==> config.mk <==
export PLATFORM = sky130hd
export DESIGN_NAME = i2c_master_gen2
export DESIGN_NICKNAME = d
export VERILOG_FILES = /design/src/rtl/i2c_master_gen2.sv
export SDC_FILE = /design/constraint.sdc
export NUM_CORES = 1
export LEC_CHECK = 0
export CAP_MARGIN = 20
export CORE_ASPECT_RATIO = 1.5
export CORE_MARGIN = 4
export CORE_UTILIZATION = 45
export CTS_BUF_LIST = sky130_fd_sc_hd__clkbuf_8
export DETAILED_ROUTE_END_ITERATION = 6
export PLACE_DENSITY = 0.82
export SLEW_MARGIN = 20
export SYNTH_ARGS = -nofsm -noshare
export SYNTH_HDL_FRONTEND = slang
export SYNTH_SLANG_ARGS = --single-unit
==> constraint.sdc <==
create_clock -name CLOCK -period 6.1 [get_ports CLOCK]
set_clock_uncertainty 0.15 [all_clocks]
set_input_delay 1.22 -clock CLOCK [delete_from_list [all_inputs] [get_ports CLOCK]]
set_output_delay 1.22 -clock CLOCK [all_outputs]
set_load 0.005 [all_outputs]
==> src/rtl/i2c_master_gen2.sv <==
// Command-driven I2C master: shifts 2-bit opcodes (stop/restart/read/write) out of a command word.
// Optional SCL clock-stretch support with timeout when I2C_MASTER_STRETCH_EN is defined.
module i2c_master_gen2 #(
  parameter int CW   = 64,
  parameter int HALF = 512,
  parameter int TMO  = 16384
) (
  input  logic          CLOCK,
  input  logic          RESET,
  input  logic          CSTEP,
  input  logic          wrcmd,
  input  logic [CW-1:0] command,
  output logic [CW-1:0] comand,
  output logic [CW-1:0] status,
  output logic          sclo,
  output logic          sdao,
  input  logic          scli,
  input  logic          sdai
);

  localparam int CNT_W = (HALF > 2) ? $clog2(HALF) : 1;
  localparam int RD_W  = CW - 8;
  localparam logic [CNT_W-1:0] CNT_LAST = CNT_W'(HALF - 1);

  typedef enum logic [2:0] {S_IDLE, S_START, S_BEGIN, S_READ, S_WRITE, S_STOP} state_t;

  state_t            state_q, state_d;
  logic [CNT_W-1:0]  cnt_q, cnt_d;
  logic [2:0]        step_q, step_d;
  logic [2:0]        bit_q, bit_d;
  logic [CW-1:0]     comand_q, comand_d;
  logic              busy_q, busy_d;
  logic              nack_q, nack_d;
  logic              tout_q, tout_d;
  logic [RD_W-1:0]   rdata_q, rdata_d;
  logic              scl_q, scl_d;
  logic              sda_q, sda_d;
  logic              tick, stall, adv, pdone;

`ifdef I2C_MASTER_STRETCH_EN
  localparam int TMO_W = $clog2(TMO + 1);
  localparam logic [TMO_W-1:0] TMO_LAST = TMO_W'(TMO - 1);
  logic              wait_q, wait_d;
  logic [TMO_W-1:0]  tmo_q, tmo_d;
  assign stall = wait_q & ~scli;
`else
  logic unused_stretch;
  assign unused_stretch = scli ^ (TMO == 0);
  assign stall = 1'b0;
`endif

  assign tick  = CSTEP & ~wrcmd;
  assign adv   = tick & ~stall & (state_q != S_IDLE);
  assign pdone = adv & (cnt_q == CNT_LAST);

  always_comb begin
    state_d  = state_q;
    cnt_d    = cnt_q;
    step_d   = step_q;
    bit_d    = bit_q;
    comand_d = comand_q;
    busy_d   = busy_q;
    nack_d   = nack_q;
    tout_d   = tout_q;
    rdata_d  = rdata_q;
    scl_d    = scl_q;
    sda_d    = sda_q;
`ifdef I2C_MASTER_STRETCH_EN
    wait_d   = wait_q;
    tmo_d    = tmo_q;
`endif
    if (adv) cnt_d = pdone ? '0 : cnt_q + CNT_W'(1);

    case (state_q)
      S_START: if (pdone) begin
        if (step_q == 3'd0) begin
          sda_d  = 1'b0;
          step_d = 3'd1;
        end else begin
          scl_d   = 1'b0;
          step_d  = 3'd0;
          state_d = S_BEGIN;
        end
      end
      S_BEGIN: if (adv) begin
        cnt_d    = '0;
        step_d   = 3'd0;
        bit_d    = 3'd0;
        comand_d = comand_q << 2;
        case (comand_q[CW-1:CW-2])
          2'b00:   begin sda_d = 1'b0; state_d = S_STOP; end
          2'b01:   begin sda_d = 1'b1; scl_d = 1'b1; state_d = S_START; end
          2'b10:   begin sda_d = 1'b1; state_d = S_READ; end
          default: begin sda_d = comand_q[CW-3]; state_d = S_WRITE; end
        endcase
      end
      // Read: 8 sampled bits, then ACK only if another transfer opcode follows.
      S_READ: if (pdone) begin
        case (step_q)
          3'd0: begin scl_d = 1'b1; step_d = 3'd1; end
          3'd1: begin
            rdata_d = {rdata_q[RD_W-2:0], sdai};
            scl_d   = 1'b0;
            if (bit_q == 3'd7) begin
              bit_d  = 3'd0;
              step_d = 3'd2;
              sda_d  = ~comand_q[CW-1];
            end else begin
              bit_d  = bit_q + 3'd1;
              step_d = 3'd0;
            end
          end
          3'd2: begin scl_d = 1'b1; step_d = 3'd3; end
          3'd3: begin scl_d = 1'b0; step_d = 3'd4; end
          default: begin sda_d = 1'b1; step_d = 3'd0; state_d = S_BEGIN; end
        endcase
      end
      S_WRITE: if (pdone) begin
        case (step_q)
          3'd0: begin scl_d = 1'b1; step_d = 3'd1; end
          3'd1: begin scl_d = 1'b0; step_d = 3'd2; end
          3'd2: begin
            comand_d = comand_q << 1;
            if (bit_q == 3'd7) begin
              sda_d  = 1'b1;
              bit_d  = 3'd0;
              step_d = 3'd3;
            end else begin
              sda_d  = comand_q[CW-2];
              bit_d  = bit_q + 3'd1;
              step_d = 3'd0;
            end
          end
          3'd3: begin scl_d = 1'b1; step_d = 3'd4; end
          default: begin
            scl_d  = 1'b0;
            step_d = 3'd0;
            if (sdai) begin
              nack_d  = 1'b1;
              sda_d   = 1'b0;
              state_d = S_STOP;
            end else begin
              state_d = S_BEGIN;
            end
          end
        endcase
      end
      S_STOP: if (pdone) begin
        case (step_q)
          3'd0: begin scl_d = 1'b1; step_d = 3'd1; end
          3'd1: begin sda_d = 1'b1; step_d = 3'd2; end
          default: begin step_d = 3'd0; busy_d = 1'b0; state_d = S_IDLE; end
        endcase
      end
      default: ;
    endcase

`ifdef I2C_MASTER_STRETCH_EN
    // A slave may hold SCL low after we release it; the phase counter waits for it.
    if (!scl_q && scl_d) begin
      wait_d = 1'b1;
      tmo_d  = '0;
    end else if (tick && wait_q && (state_q != S_IDLE)) begin
      if (scli) begin
        wait_d = 1'b0;
        tmo_d  = '0;
      end else if (tmo_q == TMO_LAST) begin
        busy_d  = 1'b0;
        nack_d  = 1'b1;
        tout_d  = 1'b1;
        scl_d   = 1'b1;
        sda_d   = 1'b1;
        state_d = S_IDLE;
        cnt_d   = '0;
        step_d  = 3'd0;
        bit_d   = 3'd0;
        wait_d  = 1'b0;
        tmo_d   = '0;
      end else begin
        tmo_d = tmo_q + TMO_W'(1);
      end
    end
`endif

    if (wrcmd) begin
      comand_d = command;
      scl_d    = 1'b1;
      sda_d    = 1'b1;
      cnt_d    = '0;
      step_d   = 3'd0;
      bit_d    = 3'd0;
      busy_d   = 1'b1;
      nack_d   = 1'b0;
      tout_d   = 1'b0;
      state_d  = S_START;
`ifdef I2C_MASTER_STRETCH_EN
      wait_d   = 1'b0;
      tmo_d    = '0;
`endif
    end
  end

  always_ff @(posedge CLOCK) begin
    if (!RESET) begin
      state_q  <= S_IDLE;
      cnt_q    <= '0;
      step_q   <= 3'd0;
      bit_q    <= 3'd0;
      comand_q <= '0;
      busy_q   <= 1'b0;
      nack_q   <= 1'b0;
      tout_q   <= 1'b0;
      rdata_q  <= '0;
      scl_q    <= 1'b1;
      sda_q    <= 1'b1;
`ifdef I2C_MASTER_STRETCH_EN
      wait_q   <= 1'b0;
      tmo_q    <= '0;
`endif
    end else begin
      state_q  <= state_d;
      cnt_q    <= cnt_d;
      step_q   <= step_d;
      bit_q    <= bit_d;
      comand_q <= comand_d;
      busy_q   <= busy_d;
      nack_q   <= nack_d;
      tout_q   <= tout_d;
      rdata_q  <= rdata_d;
      scl_q    <= scl_d;
      sda_q    <= sda_d;
`ifdef I2C_MASTER_STRETCH_EN
      wait_q   <= wait_d;
      tmo_q    <= tmo_d;
`endif
    end
  end

  assign comand = comand_q;
  assign status = {busy_q, nack_q, tout_q, 5'b00000, rdata_q};
  assign sclo   = scl_q;
  assign sdao   = sda_q;

endmodule

==> impl_metrics.json <==
{
  "required_ns": 6.32,
  "cp-start-kind": "input port",
  "synth_top_area_share_pct": 41.41,
  "synth_cell_type_count": 51,
  "die_y_um": 159.3,
  "outcome": "finished clean",
  "place_area_mm2": 0.008747,
  "cts_sinks": 142,
  "yosysMostFrequentCell": "nand2_1",
  "core_mm2": 0.01500,
  "fin_area_mm2": 0.009143,
  "grt_pass1_wl_um": 28320,
  "multiInputGateArea_mm2": 0.003645,
  "antenna_found_initial": 0,
  "clock_latency_ns": 0.43,
  "synth-seq-cells": 142,
  "first_pass_iters": 4,
  "drt-total-wl_um": 17330,
  "vias_per_cell": 5.332,
  "gp_congestion": 0.8740,
  "synth.cell_area_mm2": 0.006865,
  "timing.max_cap.violations": 0,
  "cts_max_path_buffers": 2,
  "post-route-min-period_ns": 3.379,
  "drtIter0Drc": 457,
  "cp-end-kind": "register",
  "max_stage_delay_ns": 0.83,
  "die_area_mm2": 0.01734,
  "layout-drive-gt1-share_pct": 4.984,
  "cts_buffers": 17,
  "power_density_mw_per_mm2": 211.3,
  "cts_hold_buf": 0,
  "peakVddDrop_mv": 0.1368,
  "critPathKind": "input port to register",
  "crit_path_top_delay_cell": "nor2b_4",
  "synth_edf_count": 0,
  "ant_nets": 0,
  "place_hpwl_um": 11950,
  "hold_class": "register to register",
  "cp_max_fo": 41,
  "overflow": 0,
  "arrival_ns": 3.60,
  "synth_commonest_cells": "nand2_1 (185), dfxtp_1 (142), o21ai_0 (73)",
  "cts_resized": 0,
  "rows": 55,
  "io_pins": 200,
  "fin_crit_sh_pct": 55.39,
  "dr_total_vias": 6196,
  "yosys_warnings": 0,
  "slew_violations": 0,
  "relSlewSlack_pct": 32.89,
  "wire_per_inst_um": 14.91,
  "avgSynthCellArea_um2": 8.582,
  "antenna_cells": 0,
  "dieWidth_um": 108.9,
  "syn_inst": 800,
  "fin_nets": 1027,
  "p_leak_nw": 3.128,
  "fin_tns_setup_ns": 0,
  "worst-path-buf-inv": 3,
  "cts_max_level": 4,
  "regArea_mm2": 0.002843,
  "synth_area_leaders": "dfxtp_1 (41%), nand2_1 (10%), mux2i_1 (9.6%), a22o_1 (8.3%), a21boi_0 (6.1%)",
  "grt_pass1_vias": 5793,
  "cp_common_cell": "buf_4",
  "critPathTopFamily": "buffers and inverters",
  "drcViolationCount": 0,
  "fillCellCount": 1324,
  "power_mw": 1.932,
  "post_cts_buffers": 0,
  "clkTransAtPathRegs_ns": 0.08,
  "cts_root_buf": "clkbuf_8",
  "hold_viol": 0,
  "synth-async-reset-ratio_pct": 0,
  "synth_ff_type": "dfxtp_1",
  "reg2reg_slack_ns": 2.77,
  "finalSetupViolCount": 0,
  "grt_start_max_net_pins": 108,
  "clock.fmax_mhz": 296.0,
  "grt_usage_pct": 19.78,
  "tightest_slew_ns": 1.007,
  "port_buffers": 192,
  "start_util_pct": 45.76,
  "synth_largest_area_cell": "dfxtp_1",
  "grt_setup_unrepaired": "no",
  "cts_tree": "done",
  "syn_to_final_growth_pct": 33.17,
  "crit_chain": "clkdlybuf4s50_1, nand2b_1, buf_4, a21oi_1, nor2b_4, buf_4, a22o_1",
  "ys_seq_area_share_pct": 41.41
}
==> power by group <==
| part | internal, mW | switching [mW] | total (mW) |
|---|---|---|---|
| logic | 0.115 | 0.0818 | 0.197 |
| registers | 0.949 | 0.0283 | 0.977 |
| clock network | 0.369 | 0.388 | 0.758 |
| total | 1.43 | 0.499 | 1.93 |
==> cell type report <==
cell class / instances / area share [%]
Clock inverter: 15 / 1.765
Tap cell: 199 / 2.723
Timing Repair Buffer: 199 / 21.71
Inverter: 7 / 0.2874
Clock buffer: 17 / 2.559
Sequential cell: 142 / 31.09
Multi-Input combinational cell: 583 / 39.87
==> kinds of logic after synthesis <==
logic type / after synthesis / share of synthesized area [%]
and+or+nand+nor: 258 / 16.58
AOI/OAI and AO/OA: 244 / 24.73
DFF: 142 / 41.41
buffers and inverters: 80 / 6.069
muxes: 66 / 9.623
adders and majority gates: 7 / 1.276
xor gates and xnor gates: 2 / 0.2552
other: 1 / 0.05462
==> state kept, by name (all words and copies together) (netlist names), named ones only <==
name and count:
sclo 1, sdao 1, state_q 3, rdata_q 56, comand 64, busy_q 1
nack_q 1, bit_q 3, step_q 3
==> cell usage in the layout (no fill, tap or decap), types with 5 or more instances in the layout <==
cell type | synthesis | routed
a22o_1 | 65 | 65
ha_1 | 7 | 7
clkdlybuf4s50_1 | 0 | 191
inv_1 | 7 | 9
clkbuf_8 | 0 | 17
a22oi_1 | 5 | 5
mux2i_1 | 66 | 66
buf_4 | 11 | 7
a31oi_1 | 5 | 5
nor2b_1 | 10 | 9
nand3b_1 | 5 | 5
conb_1 | 1 | 6
and3_1 | 7 | 7
dfxtp_1 | 142 | 142
nand2b_1 | 5 | 5
nor2_1 | 24 | 23
a21boi_0 | 56 | 56
a21oi_1 | 19 | 19
o21ai_0 | 73 | 73
nand2_1 | 185 | 185
==> layer usage <==
| metal | wire length, um | share of wire, % | track usage (%) | up-vias |
|---|---|---|---|---|
| li1 | - | - | - | 3103 |
| met1 | 7264 | 42 | 24.16 | 2873 |
| met2 | 8541 | 49 | 32.70 | 203 |
| met3 | 1309 | 7.6 | 6.734 | 17 |
| met4 | 211 | 1.2 | 5.859 | 0 |
| met5 | 0 | 0 | 0 | - |
==> worst reg2reg max path: stages, from the launching register on <==
cell	delay [ns]
dfxtp_1	0.37
ha_1	0.20
and3_1	0.20
and3_1	0.20
and3_1	0.17
ha_1	0.27
nand3b_1	0.21
nor4_4	0.42
a211oi_2	0.16
nor2_8	0.67
a22o_1	0.26
==> worst paths after layout <==
path,cells after the start,to,from
max,7,comand[55],RESET
min,2,rdata_q[55],rdata_q[55]
max reg2reg,10,comand[22],register
min reg2reg,2,rdata_q[55],rdata_q[55]
==> metrics by stage <==
stage | hold slack [ns] | instances | setup slack [ns] | util, %
2_1_floorplan | 0.2915 | 805 | 3.326 | -
3_3_place_gp | 0.3025 | 1129 | 2.241 | 58.17
3_5_place_dp | 0.3066 | 1130 | 2.282 | 58.31
4_1_cts | 0.3183 | 1162 | 2.766 | 60.94
5_1_grt | 0.3478 | 1162 | 2.546 | 60.94
6_report | 0.3136 | 1162 | 2.721 | 60.94
No activity file was read; power rests on OpenSTA's default activity.
